### config.mk
export PLATFORM = sky130hd
export DESIGN_NAME = serial_add_ctrl
export DESIGN_NICKNAME = d
export VERILOG_FILES = /design/src/rtl/serial_add_ctrl.sv
export SDC_FILE = /design/constraint.sdc
export NUM_CORES = 1
export LEC_CHECK = 0
export ABC_AREA = 1
export CORE_AREA = 2 2 86 47
export DETAILED_ROUTE_END_ITERATION = 10
export DIE_AREA = 0 0 88 49
export GPL_TIMING_DRIVEN = 0
export PLACE_DENSITY = 0.86
export SLEW_MARGIN = 0
export SYNTH_ARGS = -nofsm -noshare
export SYNTH_HDL_FRONTEND = slang
export SYNTH_SLANG_ARGS = --single-unit
export TNS_END_PERCENT = 50
### constraint.sdc
create_clock -name clk -period 1.5 [get_ports clk]
set_input_delay 0.15 -clock clk [delete_from_list [all_inputs] [get_ports clk]]
set_output_delay 0.15 -clock clk [all_outputs]
set_load 0.01 [all_outputs]
### src/rtl/serial_add_ctrl.sv
// Bit-serial WIDTH-bit adder built around one shared fulladder cell, LSB first.
// Optional subtract mode is enabled by defining SERIAL_ADD_SUB_EN.

module fulladder (
    input  logic a,
    input  logic b,
    input  logic cin,
    output logic sum,
    output logic cout
);
    assign sum  = a ^ b ^ cin;
    assign cout = (a & b) | (cin & (a ^ b));
endmodule

module serial_add_ctrl #(
    parameter int unsigned WIDTH = 8
) (
    input  logic             clk,
    input  logic             rst,
    input  logic             start,
    input  logic [WIDTH-1:0] a,
    input  logic [WIDTH-1:0] b,
    input  logic             cin,
`ifdef SERIAL_ADD_SUB_EN
    input  logic             sub,
`endif
    output logic             busy,
    output logic             done,
    output logic [WIDTH-1:0] sum,
    output logic             cout
);
    localparam int unsigned CW = (WIDTH > 1) ? $clog2(WIDTH) : 1;
    localparam logic [CW-1:0] LAST = CW'(WIDTH - 1);

    typedef enum logic [1:0] {IDLE, RUN, DONE} state_t;

    state_t           state;
    logic [WIDTH-1:0] a_sr;
    logic [WIDTH-1:0] b_sr;
    logic [WIDTH-1:0] s_sr;
    logic [WIDTH-1:0] s_nxt;
    logic [CW-1:0]    cnt;
    logic             carry;
    logic             fa_s;
    logic             fa_c;
    logic [WIDTH-1:0] b_ld;
    logic             c_ld;

    fulladder u_fa (a_sr[0], b_sr[0], carry, fa_s, fa_c);

    // Subtract is a + ~b + 1, so only the B load value and carry seed change.
    always_comb begin
        b_ld = b;
        c_ld = cin;
`ifdef SERIAL_ADD_SUB_EN
        if (sub) begin
            b_ld = ~b;
            c_ld = 1'b1;
        end
`endif
    end

    // New sum bit enters at the MSB so the LSB lands in bit 0 after WIDTH shifts.
    always_comb begin
        s_nxt            = s_sr >> 1;
        s_nxt[WIDTH-1]   = fa_s;
    end

    always_ff @(posedge clk) begin
        if (rst) begin
            state <= IDLE;
            a_sr  <= '0;
            b_sr  <= '0;
            s_sr  <= '0;
            cnt   <= '0;
            carry <= 1'b0;
            busy  <= 1'b0;
            done  <= 1'b0;
            sum   <= '0;
            cout  <= 1'b0;
        end else begin
            case (state)
                IDLE: begin
                    done <= 1'b0;
                    if (start) begin
                        a_sr  <= a;
                        b_sr  <= b_ld;
                        carry <= c_ld;
                        cnt   <= '0;
                        busy  <= 1'b1;
                        state <= RUN;
                    end
                end
                RUN: begin
                    a_sr  <= a_sr >> 1;
                    b_sr  <= b_sr >> 1;
                    s_sr  <= s_nxt;
                    carry <= fa_c;
                    if (cnt == LAST) begin
                        sum   <= s_nxt;
                        cout  <= fa_c;
                        done  <= 1'b1;
                        state <= DONE;
                    end else begin
                        cnt <= cnt + CW'(1);
                    end
                end
                DONE: begin
                    done  <= 1'b0;
                    busy  <= 1'b0;
                    state <= IDLE;
                end
                default: begin
                    done  <= 1'b0;
                    busy  <= 1'b0;
                    state <= IDLE;
                end
            endcase
        end
    end
endmodule

* Yosys cells after proc, flatten, opt, wreduce, memory -nomap -nowiden
Index checks and enable logic that the tools add are counted.
Word-level totals: register bits 41, bits of input ports 20, output and inout port bits 11, word-level logic and storage cells 44
Cells by class: $add $sub $neg 1, equality and inequality tests 5, mux-type cells 14, bitwise logic cells 6, reduce and logical (&&, ||, !) cells 8
Operators with widths (number):
- $pmux 8 s2 | 2
- $mux 8 | 2
- $reduce_and 2->1 | 4
- $mux 3 | 2
- $ne 2x2->1 const B | 3
- $pmux 3 s2 | 1
- $mux 2 | 2
- $pmux 1 s2 | 2
- $pmux 2 s2 | 1
- $add 3x1->3 const B | 1
- $eq 3x3->1 const B | 1
- $reduce_and 3->1 | 1
- $and 1x1->1 | 2
- $eq 2x1->1 const B | 1
- $logic_not 2->1 | 1
- $mux 1 | 2
- $reduce_bool 2->1 | 1
- $reduce_or 2->1 | 1
- $xor 1x1->1 | 2
- $not 1->1 | 1
- $or 1x1->1 | 1

* Depth between registers and ports, before layout
Gate-level depths: netlist of the first run.
word-level depth 4, mapped depth 7, mapped depth without buffers 7

* By module
A second synthesis of the first run with hierarchy kept.
Unflattened totals: cells, all modules 272, area total of the unflattened synthesis 1784.2 sq um
By module, submodules not included:
- serial_add_ctrl | times used 1, cells each 271, area an instance 1764.2 sq um, sequential area each 800.8 sq um
- fulladder | times used 1, cells each 1, area an instance 20.0 sq um, sequential area each 0.0 sq um

* Least setup slack after synthesis of the first run
Ideal clock, no wire load.
path type register to register, start point register cnt[0], end point register cnt[2], setup time 0.122 ns, data arrival time 1.072 ns, required time 1.378 ns, setup slack 0.305 ns, stages on the path, launching flop included 7, buffers on the path 0, clock period less this slack 1.195 ns, path through dfxtp_1 -> ha_1 -> ha_1 -> nand2_1 -> nand3_1 -> nand3_1 -> o21ai_0
Between the ends: cells in the longest elaborated chain, start to end 3, elaborated cells between the ends (all ways) 6, those cells by class add/sub (1); eq/ne (2); mux (2); reduce/logical (1)
RTL lines:
- start: declaration | RTL line 42 | logic [CW-1:0] cnt;
- start signal: assignment | RTL line 105 | cnt <= cnt + CW'(1);
- $add 3x1->3 / $eq 3x3->1 (equally long branches) | RTL line 105, 99
- $mux 3 / $ne 2x2->1 (equally long branches)
- $pmux 3 s2 / $reduce_and 3->1 (equally long branches)
Parallel ways exist; a longest one is shown, timed or not. The select of a mux whose other input is x is not followed. A chain may end at the register's enable or synchronous reset.

* Final worst setup path of the first run
start point register cnt[0], end point register sum[6]
Between the ends: cells in the longest elaborated chain, start to end 2
RTL lines:
- $eq 3x3->1 | RTL line 99 | if (cnt == LAST) begin
- $reduce_and 2->1 (no line)
- end signal: assignment | RTL line 100 | sum <= s_nxt;
- end: declaration | RTL line 29 | output logic [WIDTH-1:0] sum,
Every way passes these cells.

==> results of run 1 <==
## state kept, by name, indices dropped and copies added (netlist names)
signal	cells
s_sr	7
carry	1
sum	8
busy	1
cout	1
b_sr	8
cnt	3
done	1
a_sr	8
state	2
## final cells by class
class / count / area [µm²]
plain buffers: 11 / 58.81
inverters: 24 / 90.09
multi-input cells: 170 / 770.7
repair buffers: 29 / 290.3
well taps: 54 / 67.56
fillers: 357 / 1455
flip-flops and latches: 40 / 800.8
clock buffers: 8 / 90.09
## metal layers
layer | track usage | share of wire
met1 | 0.2821 | 0.54
met2 | 0.2462 | 0.39
met3 | 0.07953 | 0.063
met4 | 0.03846 | 0.0068
met5 | 0 | 0
## cells in the final DEF (no fill, tap or decap), drive strengths merged
cell / n
clkdlybuf4s50: 29
nand3: 38
nand2: 49
dfxtp: 40
fa: 1
ha: 3
clkbuf: 11
buf: 8
a21oi: 6
o21ai: 14
nor2: 59
inv: 24
## cell families (layout without fill, tap and decap cells)
kind of cell             Yosys count  in the layout  synth area share
AO/OA/AOI/OAI                     20             20           0.05835
buffers and inverters             35             72           0.08679
adder cells (fa/ha/maj)            4              4           0.03355
flip-flops                        40             40            0.4668
AND/OR/NAND/NOR                  146            146            0.3545
## power groups by stage
stage / Clock (mW) / Combinational, mW / Sequential, mW
after global placement: 0 / 0.252 / 1.17
after detailed placement: 0 / 0.258 / 1.17
final: 0.726 / 0.262 / 1.14
after floorplan: 0 / 0.165 / 1.16
after global routing: 0.801 / 0.296 / 1.15
after CTS: 0.744 / 0.260 / 1.14
## final timing paths
| check | endpoint | slack, ns | start |
|---|---|---|---|
| worst max register to register | sum[6] | 0.14 | cnt[0] |
| worst max-delay path | sum[6] | 0.14 | cnt[0] |
| worst min register to register | cout | 0.46 | cout |
| worst min-delay path | b_sr[4] | 0.30 | start |
## per-stage QoR
stage | cells | power, mW | area [µm²] | hold WS (ns)
floorplan | 245 | 1.325 | 1715 | 0.2191
global placement | 328 | 1.418 | 2073 | 0.4532
detailed placement | 328 | 1.426 | 2073 | 0.4586
CTS | 336 | 2.148 | 2163 | 0.2981
global route | 336 | 2.248 | 2168 | 0.3345
finish | 336 | 2.132 | 2168 | 0.2999
## worst max-delay path, stage by stage (launching register included)
cell and delay (ns):
dfxtp_1 0.33, ha_1 0.22, ha_1 0.22, nand2_1 0.28, nand2_1 0.09, a21oi_1 0.14
## timing repair
action / in CTS / in global routing
hold buffers: 0 / 0
endpoints found under the setup margin: 0 / 9
gates resized for setup: 0 / 1
hold endpoints to repair: 0 / 0
setup buffers: 0 / 0
==> metrics.txt, run 1 <==
Cell Pwr Density=983.4 mW/mm²; crit path time final=1.357 ns; Post-synth ARST share=0; critical path type=register to register; vias per cell=about 4.7; clock buffer count from CTS=5; crit path launch type=register; io pins=31; DR iter-0 viols=80; synth top area cells=dfxtp_1, nor2_1, nand3_1; post-synth top area cell=dfxtp_1; Tcrit/Tclk final=0.9045; Initial Util=0.4734; initial antenna violation count=0; Final setup viols=0; WL/cell=roughly 11 µm; Worst Skew=~0.0026 ns; sequential share of power=0.537; layout cell share with drive strength beyond 1=0.06383; most frequent cell after synthesis=nor2_1; Die W=88 µm; maximum achievable frequency=~740 MHz; Die Ht=between 40 and 50 µm; setup total negative slack=0 ns; Port Buffers=29; post-synthesis sequential area ratio=0.4668; final setup margin=around 0.14 ns; Worst VDD drop=0.6122 mV; Tightest Hold Check Type=input pin to register; setup slack at placement=-0.05121 ns; via count=between 1500 and 2000; Worst Reg-to-Reg Cells=5; Routed WL=between 3000 and 4000 µm; cell area after synthesis=approximately 0.0017 mm²; worst endpoint data arrival time=between 1.5 and 2 ns; final core occ=0.5984; clock sink count=40; gr usage total=0.1873; DIE AREA=around 0.0043 mm²; Internal=between 1.5 and 2 mW; Psw=~530 µW; Area Overhead vs Synth=26.40%; Antenna Cells=0; Crit path required time=around 1.7 ns; top cell type's share of synthesized area=0.4668; combinational power share=0.123; first-pass GRT wire length=around 6000 µm; largest net degree at the start of global routing=12; switch share=0.2479; Final nets=about 300; Mapped Avg Cell Area=about 7 µm²; CP Capture Type=register; worst-margin pin slew=0.4796 ns; grt ovf=0; Clk pwr share=0.340; Yosys reg bits=40; leakage power=0.9859 nW; status=completed; Final Max Tran Viols=0; Unique masters post-synth=16; Root Buffer=clkbuf_8; Ys Warns=0; Post-synth EDFFs=0; number of global-route vias before repair=1327; Core Area=about 0.0036 mm²; most common library cells after synthesis=nor2_1, nand2_1, dfxtp_1; final RePlAce weighted congestion=approximately 0.79; post-detail-place hpwl=roughly 2700 µm; CP max FO=9; register clock-pin slew on the reported worst setup and hold paths=approximately 0.07 ns; Fin. Hold Viols=0; Final ANT Viol Nets=0; Pre-Repair DR Iteration Count=5; Clk Latency, worst-skew pair=0.29 ns; WHS Path Cells=5; CTS tree=yes; RSZ-0062 raised after global routing=false; DRC violations left=0; site row count=16; Slew headroom=0.6802; CTS H-tree depth=2; Post-Syn Instances=approximately 250; Most used DFF post-synth=dfxtp_1; Syn Nets=269; maximum root-to-sink buffer count=2; max-cap viol count=0
No activity file was read; power rests on OpenSTA's default activity.
==> run 2: changes to the inputs <==
--- a/config.mk
+++ b/config.mk
@@ -6,9 +6,9 @@
 export NUM_CORES = 1
 export LEC_CHECK = 0
 export ABC_AREA = 1
-export CORE_AREA = 2 2 86 47
+export CORE_AREA = 4 4 88 49
 export DETAILED_ROUTE_END_ITERATION = 10
-export DIE_AREA = 0 0 88 49
+export DIE_AREA = 0 0 92 53
 export GPL_TIMING_DRIVEN = 0
 export PLACE_DENSITY = 0.86
 export SLEW_MARGIN = 0
==> run 2 against run 1 <==
Utilization is 0.089 points lower. Critical path depth is 1 higher. Register-to-register slack worse by 0.04 ns. Count of clock-buffer cells in the layout is 1 lower. Via count is 0.25% lower. Critical path type unchanged. Maximum frequency is 3.0% lower.
==> metrics.txt, run 2 (synthesized netlist as in run 1, its figures left out) <==
layout cell share with drive strength beyond 1=0.07092 (+0.007092); Final setup viols=0 (unchanged); Port Buffers=29 (unchanged); setup total negative slack=0 ns (unchanged); WL/cell=11.73 µm (+6.6%); Antenna Cells=0 (unchanged); Worst VDD drop=0.4986 mV (-19%); CP Capture Type=register; Clk Latency, worst-skew pair=0.29 ns (about the same); vias per cell=4.696 (-0.25%); grt ovf=0 (unchanged); number of global-route vias before repair=1309 (-1.4%); Crit path required time=1.73 ns (about the same); biggest regs=a_sr: 8 flops, b_sr: 8 flops, sum: 8 flops; cell mode on critical path=ha_1; CTS tree=yes; Hold Buf Count CTS=0 (unchanged); crit path launch type=register; register clock-pin slew on the reported worst setup and hold paths=0.08 ns (about the same); Tcrit/Tclk final=0.9322 (+0.02772); routing usage on met2=0.2367 (-0.009497); RSZ-0062 raised after global routing=false; critical path type=register to register; max-cap viol count=0 (unchanged); clock buffer count from CTS=5 (unchanged); Core Area=0.003643 mm² (+0.55%); Routed WL=3941 µm (+6.6%); crit path time final=1.398 ns (+0.04158 ns); Worst Skew=0.007095 ns (+0.004523 ns); site row count=16 (unchanged); first-pass GRT wire length=6203 µm (+1.4%); Pre-Repair DR Iteration Count=4 (-1); CP max FO=9 (unchanged); Final nets=305 (unchanged); Final ANT Viol Nets=0 (unchanged); grt met1 use=0.2264 (-0.05563); crit path cell chain=ha_1, ha_1, inv_1, nor2_4, o21ai_0, nor2_1; initial antenna violation count=0 (unchanged); worst endpoint data arrival time=1.63 ns (+0.05 ns); post-detail-place hpwl=2855 µm (+5.4%); Cell Count, Final, Fillers Out=336 (unchanged); DR iter-0 viols=102 (+28%); Tightest Hold Check Type=input pin to register; Die Ht=53 µm (+8.2%); worst hold slack=0.3045 ns (+0.004532 ns); Final Max Tran Viols=0 (unchanged); busiest metal layer after global routing=met2; Initial Util=0.4708 (-0.002601); io pins=31 (unchanged); Cell Pwr Density=986.8 mW/mm² (+0.35%); Worst path max stage delay=0.37 ns (+0.04 ns); worst-margin pin slew=0.4582 ns (-0.02146 ns); postcts setup bufs=0 (unchanged); Fin. Hold Viols=0 (unchanged); largest net degree at the start of global routing=13 (+1); Area Overhead vs Synth=26.91%; leakage power=0.9897 nW (+0.39%); Die W=92 µm (+4.5%); via count=1578 (-0.25%); maximum achievable frequency=715.1 MHz (-3.0%); clock sink count=40 (unchanged); dpl cells=328 (unchanged); maximum root-to-sink buffer count=2 (unchanged); CP max stage cell=dfxtp_1; status=completed; gr usage total=0.1680 (-0.01928); Buf/Inv on CP=1 (+1); M3 GR Usage=0.05398 (-0.02555); Worst path top cell family by delay=adder cells; DIE AREA=0.004876 mm² (+13%); Root Buffer=clkbuf_8; Slew headroom=0.6945 (+0.01431); most frequent cells in the layout=nor2_1, nand2_1, dfxtp_1, nand3_1, clkdlybuf4s50_1; DRC violations left=0 (unchanged); CTS H-tree depth=2 (unchanged); most common cell after layout, fill and taps aside=nor2_1; final RePlAce weighted congestion=0.7990 (+0.73%); r2r setup slk=0.10 ns (-0.04 ns)
-- run 2: changes by cell type in the layout (fill, tap and decap cells not counted) --
cell        change
clkbuf_1        -1
clkinvlp_4      +1
nand3_1         -1
nand3_2         +1
-- run 2: final timing paths --
path | from | end | cells after the start
worst max-delay path | cnt[0] | sum[3] | 6
worst min-delay path | start | b_sr[4] | 5
worst min register to register | sum[6] | sum[6] | 2
worst max register to register | cnt[0] | sum[3] | 6
-- run 2: report_power, final --
| part | internal (mW) | leakage [nW] | switching [mW] |
|---|---|---|---|
| clock | 0.373 | 0.0445 | 0.364 |
| sequential | 1.11 | 0.327 | 0.0335 |
| combinational | 0.118 | 0.618 | 0.148 |
-- run 2: layer usage --
metal,up-vias,routed length (µm)
li1,837,-
met1,689,2009
met2,43,1592
met3,9,257
met4,0,81
met5,-,0
-- run 2: layout make-up --
cell class / instances / area [µm²]
timing repair buffer: 29 / 290.3
buffer: 11 / 58.81
inverter: 24 / 90.09
sequential: 40 / 800.8
fill: 349 / 1466
tap: 54 / 67.56
multi-input combinational: 170 / 775.7
clock buffer: 7 / 86.33
clock inverter: 1 / 7.507
-- run 2: worst reg2reg max path, cell delays in order (launching register included) --
cell and delay, ns:
dfxtp_1 0.37, ha_1 0.20, ha_1 0.20, inv_1 0.09, nor2_4 0.21, o21ai_0 0.15
nor2_1 0.12
-- run 2: through the flow --
stage,setup slack [ns],power (mW),utilization,cell area (µm²)
after detailed placement,-0.1453,1.429,0.5690,2073
after floorplan,0.3052,1.325,-,1715
after global placement,-0.07027,1.419,0.5690,2073
after global routing,0.01419,2.248,0.5975,2177
final,0.1017,2.148,0.5975,2177
after CTS,0.02517,2.166,0.5948,2167
-- run 2: timing repair --
item / in CTS / in global routing
gates resized for setup: 0 / 2
hold endpoints to repair: 0 / 0
endpoints found under the setup margin: 0 / 10
==> run 3: changes to the inputs <==
--- a/config.mk
+++ b/config.mk
@@ -11,6 +11,8 @@
 export DIE_AREA = 0 0 92 53
 export GPL_TIMING_DRIVEN = 0
 export PLACE_DENSITY = 0.86
+export SKIP_CTS_REPAIR_TIMING = 1
+export SKIP_LAST_GASP = 1
 export SLEW_MARGIN = 0
 export SYNTH_ARGS = -nofsm -noshare
 export SYNTH_HDL_FRONTEND = slang
==> run 3 against run 2 <==
Sequential share of layout area increased by 0.085 points. Sequential power about the same. Global-route usage unchanged. Critical path type unchanged. Largest power group unchanged. Highest routed layer unchanged.
==> metrics.txt, run 3 (synthesized netlist as in run 1, its figures left out) <==
CP max stage cell=dfxtp_1; fin area=0.002172 mm² (-0.23%); maximum root-to-sink buffer count=2 (unchanged); Worst Skew=0.007658 ns (+0.0005633 ns); most frequent cells in the layout=nor2_1, nand2_1, dfxtp_1, nand3_1, clkdlybuf4s50_1; worst endpoint data arrival time=1.63 ns (about the same); CP max FO=9 (unchanged); combinational power share=0.123 (about the same); Antenna Cells=0 (unchanged); cell mode on critical path=ha_1; biggest regs=a_sr: 8 flops, b_sr: 8 flops, sum: 8 flops; Area Overhead vs Synth=26.62%; post-detail-place hpwl=2855 µm (unchanged); gr usage total=0.1680 (unchanged); Crit path required time=1.73 ns (about the same); sequential share of power=0.533 (about the same); leakage power=0.9848 nW (-0.49%); WL/cell=11.65 µm (-0.63%); initial antenna violation count=0 (unchanged); Worst VDD drop=0.4990 mV (about the same); crit path launch type=register; clock buffer count from CTS=5 (unchanged); Fin. Hold Viols=0 (unchanged); Final nets=305 (unchanged); most common cell after layout, fill and taps aside=nor2_1; DIE AREA=0.004876 mm² (unchanged); Worst path top cell family by delay=adder cells; Core Area=0.003643 mm² (unchanged); CTS tree=yes; clock sink count=40 (unchanged); number of global-route vias before repair=1309 (unchanged); DRC violations left=0 (unchanged); switch share=0.2541 (about the same); DR iter-0 viols=106 (+3.9%); fill count=347 (-0.57%); Final ANT Viol Nets=0 (unchanged); Final setup viols=0 (unchanged); Routed WL=3916 µm (-0.63%); CTS H-tree depth=2 (unchanged); Tightest Hold Check Type=input pin to register; Tcrit/Tclk final=0.9332 (+0.001020); setup slack at placement=-0.1453 ns (unchanged); max-cap viol count=0 (unchanged); Port Buffers=29 (unchanged); worst-margin pin slew=0.4459 ns (-0.01228 ns); Die Ht=53 µm (unchanged); status=completed; Die W=92 µm (unchanged); setup total negative slack=0 ns (unchanged); final setup margin=0.1002 ns (-0.001530 ns); crit path cell chain=ha_1, ha_1, inv_1, nor2_4, o21ai_0, nor2_1; Psw=545.8 µW (about the same); via count=1581 (+0.19%); first-pass GRT wire length=6203 µm (unchanged); Cell Pwr Density=989.0 mW/mm² (+0.23%); critical path type=register to register; largest net degree at the start of global routing=13 (unchanged); Initial Util=0.4708 (unchanged); site row count=16 (unchanged); Slew headroom=0.7027 (+0.008183); vias per cell=4.705 (+0.19%); crit path time final=1.400 ns (+0.001530 ns); Worst path max stage delay=0.37 ns (about the same); layout cell share with drive strength beyond 1=0.06738 (-0.003546); Final Max Tran Viols=0 (unchanged); grt ovf=0 (unchanged); Root Buffer=clkbuf_8; register clock-pin slew on the reported worst setup and hold paths=0.08 ns (about the same); Internal=1.602 mW (about the same); io pins=31 (unchanged); maximum achievable frequency=714.4 MHz (-0.11%); final RePlAce weighted congestion=0.7990 (unchanged); Clk pwr share=0.344 (about the same); Post-Place Cell Area=0.002073 mm² (unchanged); Buf/Inv on CP=1 (unchanged); Clk Latency, worst-skew pair=0.30 ns (about the same); RSZ-0062 raised after global routing=true; CP Capture Type=register; Pre-Repair DR Iteration Count=4 (unchanged)
## run 3: cell counts in the layout (fill, tap and decap cells not counted)
No cell type changed its count.
## run 3: layer usage
| metal | share of wire | vias to the layer above | track usage |
|---|---|---|---|
| li1 | - | 839 | - |
| met1 | 0.50 | 683 | 0.2264 |
| met2 | 0.41 | 50 | 0.2367 |
| met3 | 0.073 | 9 | 0.05398 |
| met4 | 0.021 | 0 | 0.09360 |
| met5 | 0 | - | 0 |
## run 3: per-stage QoR
step                      utilization  hold WS (ns)  total power [mW]  instances
after floorplan                     -        0.2191             1.325        245
after global placement         0.5690        0.4514             1.419        328
after CTS                      0.5948        0.2921             2.166        336
final                          0.5962        0.3061             2.148        336
after global routing           0.5962        0.3172             2.247        336
after detailed placement       0.5690        0.4636             1.429        328
## run 3: area by class of cell
| cell class | count | area (µm²) | share of cell area |
|---|---|---|---|
| repair buffers | 29 | 290.3 | 0.1336 |
| multi-input cells | 170 | 770.7 | 0.3548 |
| clock inverters | 1 | 7.507 | 0.003456 |
| flip-flops and latches | 40 | 800.8 | 0.3687 |
| clock buffers | 7 | 86.33 | 0.03975 |
| inverters | 24 | 90.09 | 0.04147 |
| well taps | 54 | 67.56 | 0.03111 |
| plain buffers | 11 | 58.81 | 0.02707 |
## run 3: power by group through the flow
stage / Sequential, mW / Clock [mW] / Combinational [mW]
after floorplan: 1.16 / 0 / 0.165
after global placement: 1.16 / 0 / 0.255
after detailed placement: 1.17 / 0 / 0.261
after CTS: 1.14 / 0.759 / 0.263
after global routing: 1.15 / 0.800 / 0.297
final: 1.14 / 0.739 / 0.264
## run 3: worst min-delay path: stages
cell	delay (ns)
buf_2	0.15
nand3_1	0.09
nand2_1	0.05
nor2_1	0.08
nor2_1	0.04
## run 3: path summary, 6_finish.rpt
path	from	endpoint	slack, ns	depth (start not counted)
setup / recovery	cnt[0]	sum[3]	0.10	6
hold / removal	start	b_sr[4]	0.31	5
setup reg to reg	cnt[0]	sum[3]	0.10	6
hold reg to reg	sum[6]	sum[6]	0.47	2
